`src/rtl/ct_lsu_spsram_512x54_ctrl.sv`:
```
// Access controller for a 512x54 single-port SRAM: read/write round-robin arbitration,
// 1-cycle read return, and an optional array clear sequencer (`CT_LSU_SPSRAM_CTRL_INIT_EN).
module ct_lsu_spsram_512x54_ctrl #(
  parameter int ADDR_WIDTH = 9,
  parameter int DATA_WIDTH = 54,
  parameter logic [DATA_WIDTH-1:0] INIT_DATA = '0
) (
  input  logic                  forever_cpuclk,
  input  logic                  cpurst,
  input  logic                  rd_req,
  input  logic [ADDR_WIDTH-1:0] rd_addr,
  output logic                  rd_gnt,
  output logic                  rd_vld,
  output logic [DATA_WIDTH-1:0] rd_data,
  input  logic                  wr_req,
  input  logic [ADDR_WIDTH-1:0] wr_addr,
  input  logic [DATA_WIDTH-1:0] wr_data,
  input  logic [DATA_WIDTH-1:0] wr_mask,
  output logic                  wr_gnt,
  input  logic                  init_req,
  output logic                  init_busy,
  output logic                  init_done,
  output logic                  sram_cen,
  output logic                  sram_gwen,
  output logic [DATA_WIDTH-1:0] sram_wen,
  output logic [ADDR_WIDTH-1:0] sram_a,
  output logic [DATA_WIDTH-1:0] sram_d,
  input  logic [DATA_WIDTH-1:0] sram_q
);

  logic                  blk;      // requesters locked out this cycle
  logic                  clr_act;  // sequencer owns the SRAM port this cycle
  logic [ADDR_WIDTH-1:0] clr_addr;
  logic                  rr_ptr;   // 0 = read side wins next contention
  logic                  vld_p1;

`ifdef CT_LSU_SPSRAM_CTRL_INIT_EN
  typedef enum logic [1:0] {IDLE, CLEAR, DONE} state_t;

  state_t                state;
  logic [ADDR_WIDTH-1:0] cnt;
  logic                  busy_r;
  logic                  done_r;

  always_ff @(posedge forever_cpuclk or posedge cpurst) begin
    if (cpurst) begin
      state  <= IDLE;
      cnt    <= '0;
      busy_r <= 1'b0;
      done_r <= 1'b0;
    end else begin
      case (state)
        IDLE: begin
          if (init_req) begin
            state  <= CLEAR;
            cnt    <= '0;
            busy_r <= 1'b1;
          end
        end
        CLEAR: begin
          if (cnt == '1) begin
            state  <= DONE;
            busy_r <= 1'b0;
            done_r <= 1'b1;
          end else begin
            cnt <= cnt + 1'b1;
          end
        end
        DONE: begin
          state  <= IDLE;
          cnt    <= '0;
          done_r <= 1'b0;
        end
        default: begin
          state  <= IDLE;
          cnt    <= '0;
          busy_r <= 1'b0;
          done_r <= 1'b0;
        end
      endcase
    end
  end

  // A clear request in IDLE already blocks the requesters for that cycle.
  assign blk       = cpurst | busy_r | done_r | ((state == IDLE) & init_req);
  assign clr_act   = busy_r;
  assign clr_addr  = cnt;
  assign init_busy = busy_r;
  assign init_done = done_r;
`else
  logic unused_cfg;

  assign unused_cfg = ^{init_req, INIT_DATA};
  assign blk        = cpurst;
  assign clr_act    = 1'b0;
  assign clr_addr   = '0;
  assign init_busy  = 1'b0;
  assign init_done  = 1'b0;
`endif

  assign rd_gnt = rd_req & ~blk & (~wr_req | ~rr_ptr);
  assign wr_gnt = wr_req & ~blk & (~rd_req |  rr_ptr);

  always_ff @(posedge forever_cpuclk or posedge cpurst) begin
    if (cpurst) begin
      rr_ptr <= 1'b0;
    end else if (rd_req & wr_req & ~blk) begin
      rr_ptr <= ~rr_ptr;
    end
  end

  always_comb begin
    sram_cen  = 1'b1;
    sram_gwen = 1'b1;
    sram_wen  = '1;
    sram_a    = '0;
    sram_d    = '0;
    if (clr_act) begin
      sram_cen  = 1'b0;
      sram_gwen = 1'b0;
      sram_wen  = '0;
      sram_a    = clr_addr;
      sram_d    = INIT_DATA;
    end else if (rd_gnt) begin
      sram_cen = 1'b0;
      sram_a   = rd_addr;
    end else if (wr_gnt) begin
      sram_cen  = 1'b0;
      sram_gwen = 1'b0;
      sram_wen  = ~wr_mask;
      sram_a    = wr_addr;
      sram_d    = wr_data;
    end
  end

  // stage p1: SRAM read data returns one cycle after the grant
  always_ff @(posedge forever_cpuclk or posedge cpurst) begin
    if (cpurst) begin
      vld_p1 <= 1'b0;
    end else begin
      vld_p1 <= rd_gnt;
    end
  end

  assign rd_vld  = vld_p1;
  assign rd_data = vld_p1 ? sram_q : '0;

endmodule

```
`config.mk`:
```
export PLATFORM = sky130hd
export DESIGN_NAME = ct_lsu_spsram_512x54_ctrl
export DESIGN_NICKNAME = d
export VERILOG_FILES = /design/src/rtl/ct_lsu_spsram_512x54_ctrl.sv
export SDC_FILE = /design/constraint.sdc
export NUM_CORES = 1
export LEC_CHECK = 0
export BUFFER_PORTS_ARGS = -buffer_cell sky130_fd_sc_hd__buf_2
export CAP_MARGIN = 20
export CORE_AREA = 3 3 139 141
export CTS_CLUSTER_DIAMETER = 200
export CTS_CLUSTER_SIZE = 14
export DETAILED_ROUTE_END_ITERATION = 10
export DIE_AREA = 0 0 142 144
export SKIP_CTS_REPAIR_TIMING = 1
export SLEW_MARGIN = 20
export SYNTH_ARGS = -nofsm -noshare
export SYNTH_HDL_FRONTEND = slang
export SYNTH_SLANG_ARGS = --single-unit
export TNS_END_PERCENT = 1
```
`constraint.sdc`:
```
create_clock -name forever_cpuclk -period 1.44 [get_ports forever_cpuclk]
set_input_delay 0.072 -clock forever_cpuclk [delete_from_list [all_inputs] [get_ports forever_cpuclk]]
set_output_delay 0.072 -clock forever_cpuclk [all_outputs]
set_load 0.1 [all_outputs]
```
==> summary.md <==
| Metric | Value |
|---|---|
| Crit path launch | rr_ptr |
| Period utilisation layout | 1.078 |
| Most frequent cells after synthesis | and2_1 (54), and3_1 (54), nand3_1 (54) |
| Non-filler instance count after layout | 820 |
| P_leak | 3.178 nW |
| Placed cell area | 6518 um2 |
| Clock Path Buffers | 2 |
| Clock slew seen by the registers of the worst setup and hold paths | 0.03 ns |
| Die width | 142 um |
| Skew-Pair Late Insertion Delay | 0.22 ns |
| Largest net degree at the start of global routing | 56 |
| Final Power | 6.437 mW |
| Hold Slack | 0.1983 ns |
| Port bufs | 359 |
| Reg area | 51.30 um2 |
| CP Capture Point | sram_wen[12] |
| Initial DRC count | 62 |
| Kind of critical path | reg2out |
| Flop2flop setup slack | 0.62 ns |
| FP Rows | 49 |
| Min-Delay Path Class | in2reg |
| Fill cells | 1,670 |
| Cell family with most CP delay | buffers and inverters |
| Main synth FF type | dfrtp_1 |
| Area contributors post-synth | and2_1 (23%), and3_1 (23%), nand3_1 (19%) |
| Crit path max fanout | 12 |
| Diode count | 0 |
| Buf/Inv on CP | 3 |
| Fin nets | 777 |
| Die height | 144 um |
| H-tree depth | 1 |
| Clock Sinks | 2 |
| Root Buffer | clkbuf_16 |
| Final Wtd Congestion | 0.8303 |
| Async set-or-reset flop fraction in the synthesized netlist | 1.000 |
| ANT nets after route | 0 |
| Register bit count reported by yosys | 2 |
| Failing checks | setup timing |
| Syn avg cell area | 6.078 um2 |
| Die area | 20,450 um2 |
| First-pass DRT Iterations | 4 |
| Area growth syn-to-layout | 391.4% |
| Max Slew Vio Count | 0 |
| GRT overflow | 0 |
| CTS tree | done |
| Met2 GRT Util | 0.2186 |
| Sequential fraction of the synthesis area | 0.03445 |
| Vias | 3,206 |
| Worst path most repeated cell | buf_12 |
| Cell Pwr Density | 901.8 nW/um2 |
| Required @ worst endpoint | 1.37 ns |
| Cts bufs inserted | 3 |
| Critical Path Max Stage Delay | 0.38 ns |
| Total core area | 18,090 um2 |
| FF-to-FF Start | rr_ptr |
| Worst setup slack after layout | -0.1119 ns |
| Share of the synthesized area in the top cell type | 0.2326 |
| Vias per std cell | 3.910 |
| Vias in the first global route | 3,125 |
| Critical Path Start Type | register |
| Layout cells sized above 1 | 0.9188 |
| Max Clk Rate | 644.4 MHz |
| Grt met1 use | 0.1141 |
| Number of synthesized flops with an enable pin | 0 |
| Status | complete, but fails checks |
| Initial antenna violation count | 0 |
| Drt drc | 0 |
| FF-to-FF path depth | 2 |
| Syn Std Cell Area | 1453 um2 |
| Ys Warns | 0 |
| Worst slack, placed | 0.1255 ns |
| CP arrival | 1.48 ns |
| Post-route cell area | 7138 um2 |
| Crit-path slowest cell | dfrtp_1 |
| Met3 GRT Util | 0.02282 |
| Area of the multi-input gates | 1923 um2 |
| RSZ-0062 raised after global routing | true |
| Cell count after synthesis | 239 |
| Top Usage Layer GRT | met2 |
| Post-route minimum period | 1.552 ns |
| Final HPWL DP | 11.56 mm |
| Clock Skews | 0.003637 ns |
| Count of different cell masters after synthesis | 22 |
| Maxcap violations | 0 |
| Yosys top cell by area | and2_1 |
| Final Hold Fails | 0 |
| Kind of end point of the critical path | output pin |
| CP cell instances | nand2b_4, buf_12, clkbuf_16, nand3_2, buf_12 |
| WL final | 13.87 mm |
| Worst vdd ir | 0.6629 mV |
| Total Routing Usage GR | 0.1089 |
| Global-route wire length before repair | 17.78 mm |
| WL/cell | 16.91 um |
| R2r endpoint | rd_vld |
| Critical path depth | 5 |
| Dpl cells | 810 |
| Finish-stage setup viols | 102 |
| Initial core utilization | 0.08032 |
| Top Ports | 363 |
[logic make-up (layout without fill, tap and decap cells)]
| logic type | after synthesis | after routing | share of synthesized area |
|---|---|---|---|
| buffers and inverters | 37 | 388 | 0.1370 |
| xor gates and xnor gates | 1 | 1 | 0.006030 |
| DFF | 2 | 2 | 0.03445 |
| and+or+nand+nor | 187 | 187 | 0.7554 |
| other | 1 | 2 | 0.002582 |
| AOI/OAI and AO/OA | 11 | 11 | 0.06460 |
[layout make-up]
class	instances	area share
repair buffers	382	0.6712
multi-input cells	201	0.2694
well taps	229	0.04014
clock buffers	4	0.01104
flip-flops and latches	2	0.007187
inverters	2	0.001052
[through the flow]
stage	setup TNS (ns)	utilization
global route	-11.94	0.3947
finish	-5.171	0.3947
CTS	-3.362	0.3647
detailed placement	0	0.3604
global placement	0	0.3604
floorplan	-26.84	-
[report_power, final]
group          leakage, nW  switching, mW  total, mW  internal (mW)
combinational         3.12           3.76       5.92           2.16
sequential          0.0234         0.0144     0.0893         0.0749
clock               0.0382         0.0617      0.426          0.364
total                 3.18           3.84       6.44           2.60
[metal layers]
| layer | part of all wire | up-vias |
|---|---|---|
| li1 | - | 1529 |
| met1 | 0.35 | 1501 |
| met3 | 0.071 | 10 |
| met4 | 0.019 | 0 |
| met2 | 0.56 | 166 |
| met5 | 0 | - |
[worst reg2reg max path, stage by stage, from the launching register on]
cell     delay, ns
dfrtp_1       0.38
a21bo_2       0.24
nor2_4        0.12
[worst min-delay path by stage]
stage | start | end | slack [ns] | depth (start not counted)
floorplan | cpurst | rr_ptr | 0.06 | 2
global placement | cpurst | rr_ptr | 0.18 | 3
detailed placement | cpurst | rr_ptr | 0.19 | 3
CTS | cpurst | rd_vld | -0.04 | 3
global route | wr_req | rr_ptr | 0.23 | 3
finish | wr_req | rr_ptr | 0.20 | 3
[registers in the layout, summed over array words and instances (netlist names)]
name and count:
rd_vld 1, rr_ptr 1
[cell usage in the layout (no fill, tap or decap), types with 2 or more instances in the layout]
master / netlist / routed
and2_2: 0 / 54
nand3_1: 54 / 15
buf_12: 0 / 187
conb_1: 1 / 2
buf_4: 5 / 8
clkbuf_16: 0 / 5
nand2b_1: 19 / 18
and3_1: 54 / 5
and3_4: 0 / 49
nand3_2: 0 / 39
o32ai_4: 0 / 9
buf_2: 17 / 183
No activity file was read; power rests on OpenSTA's default activity.
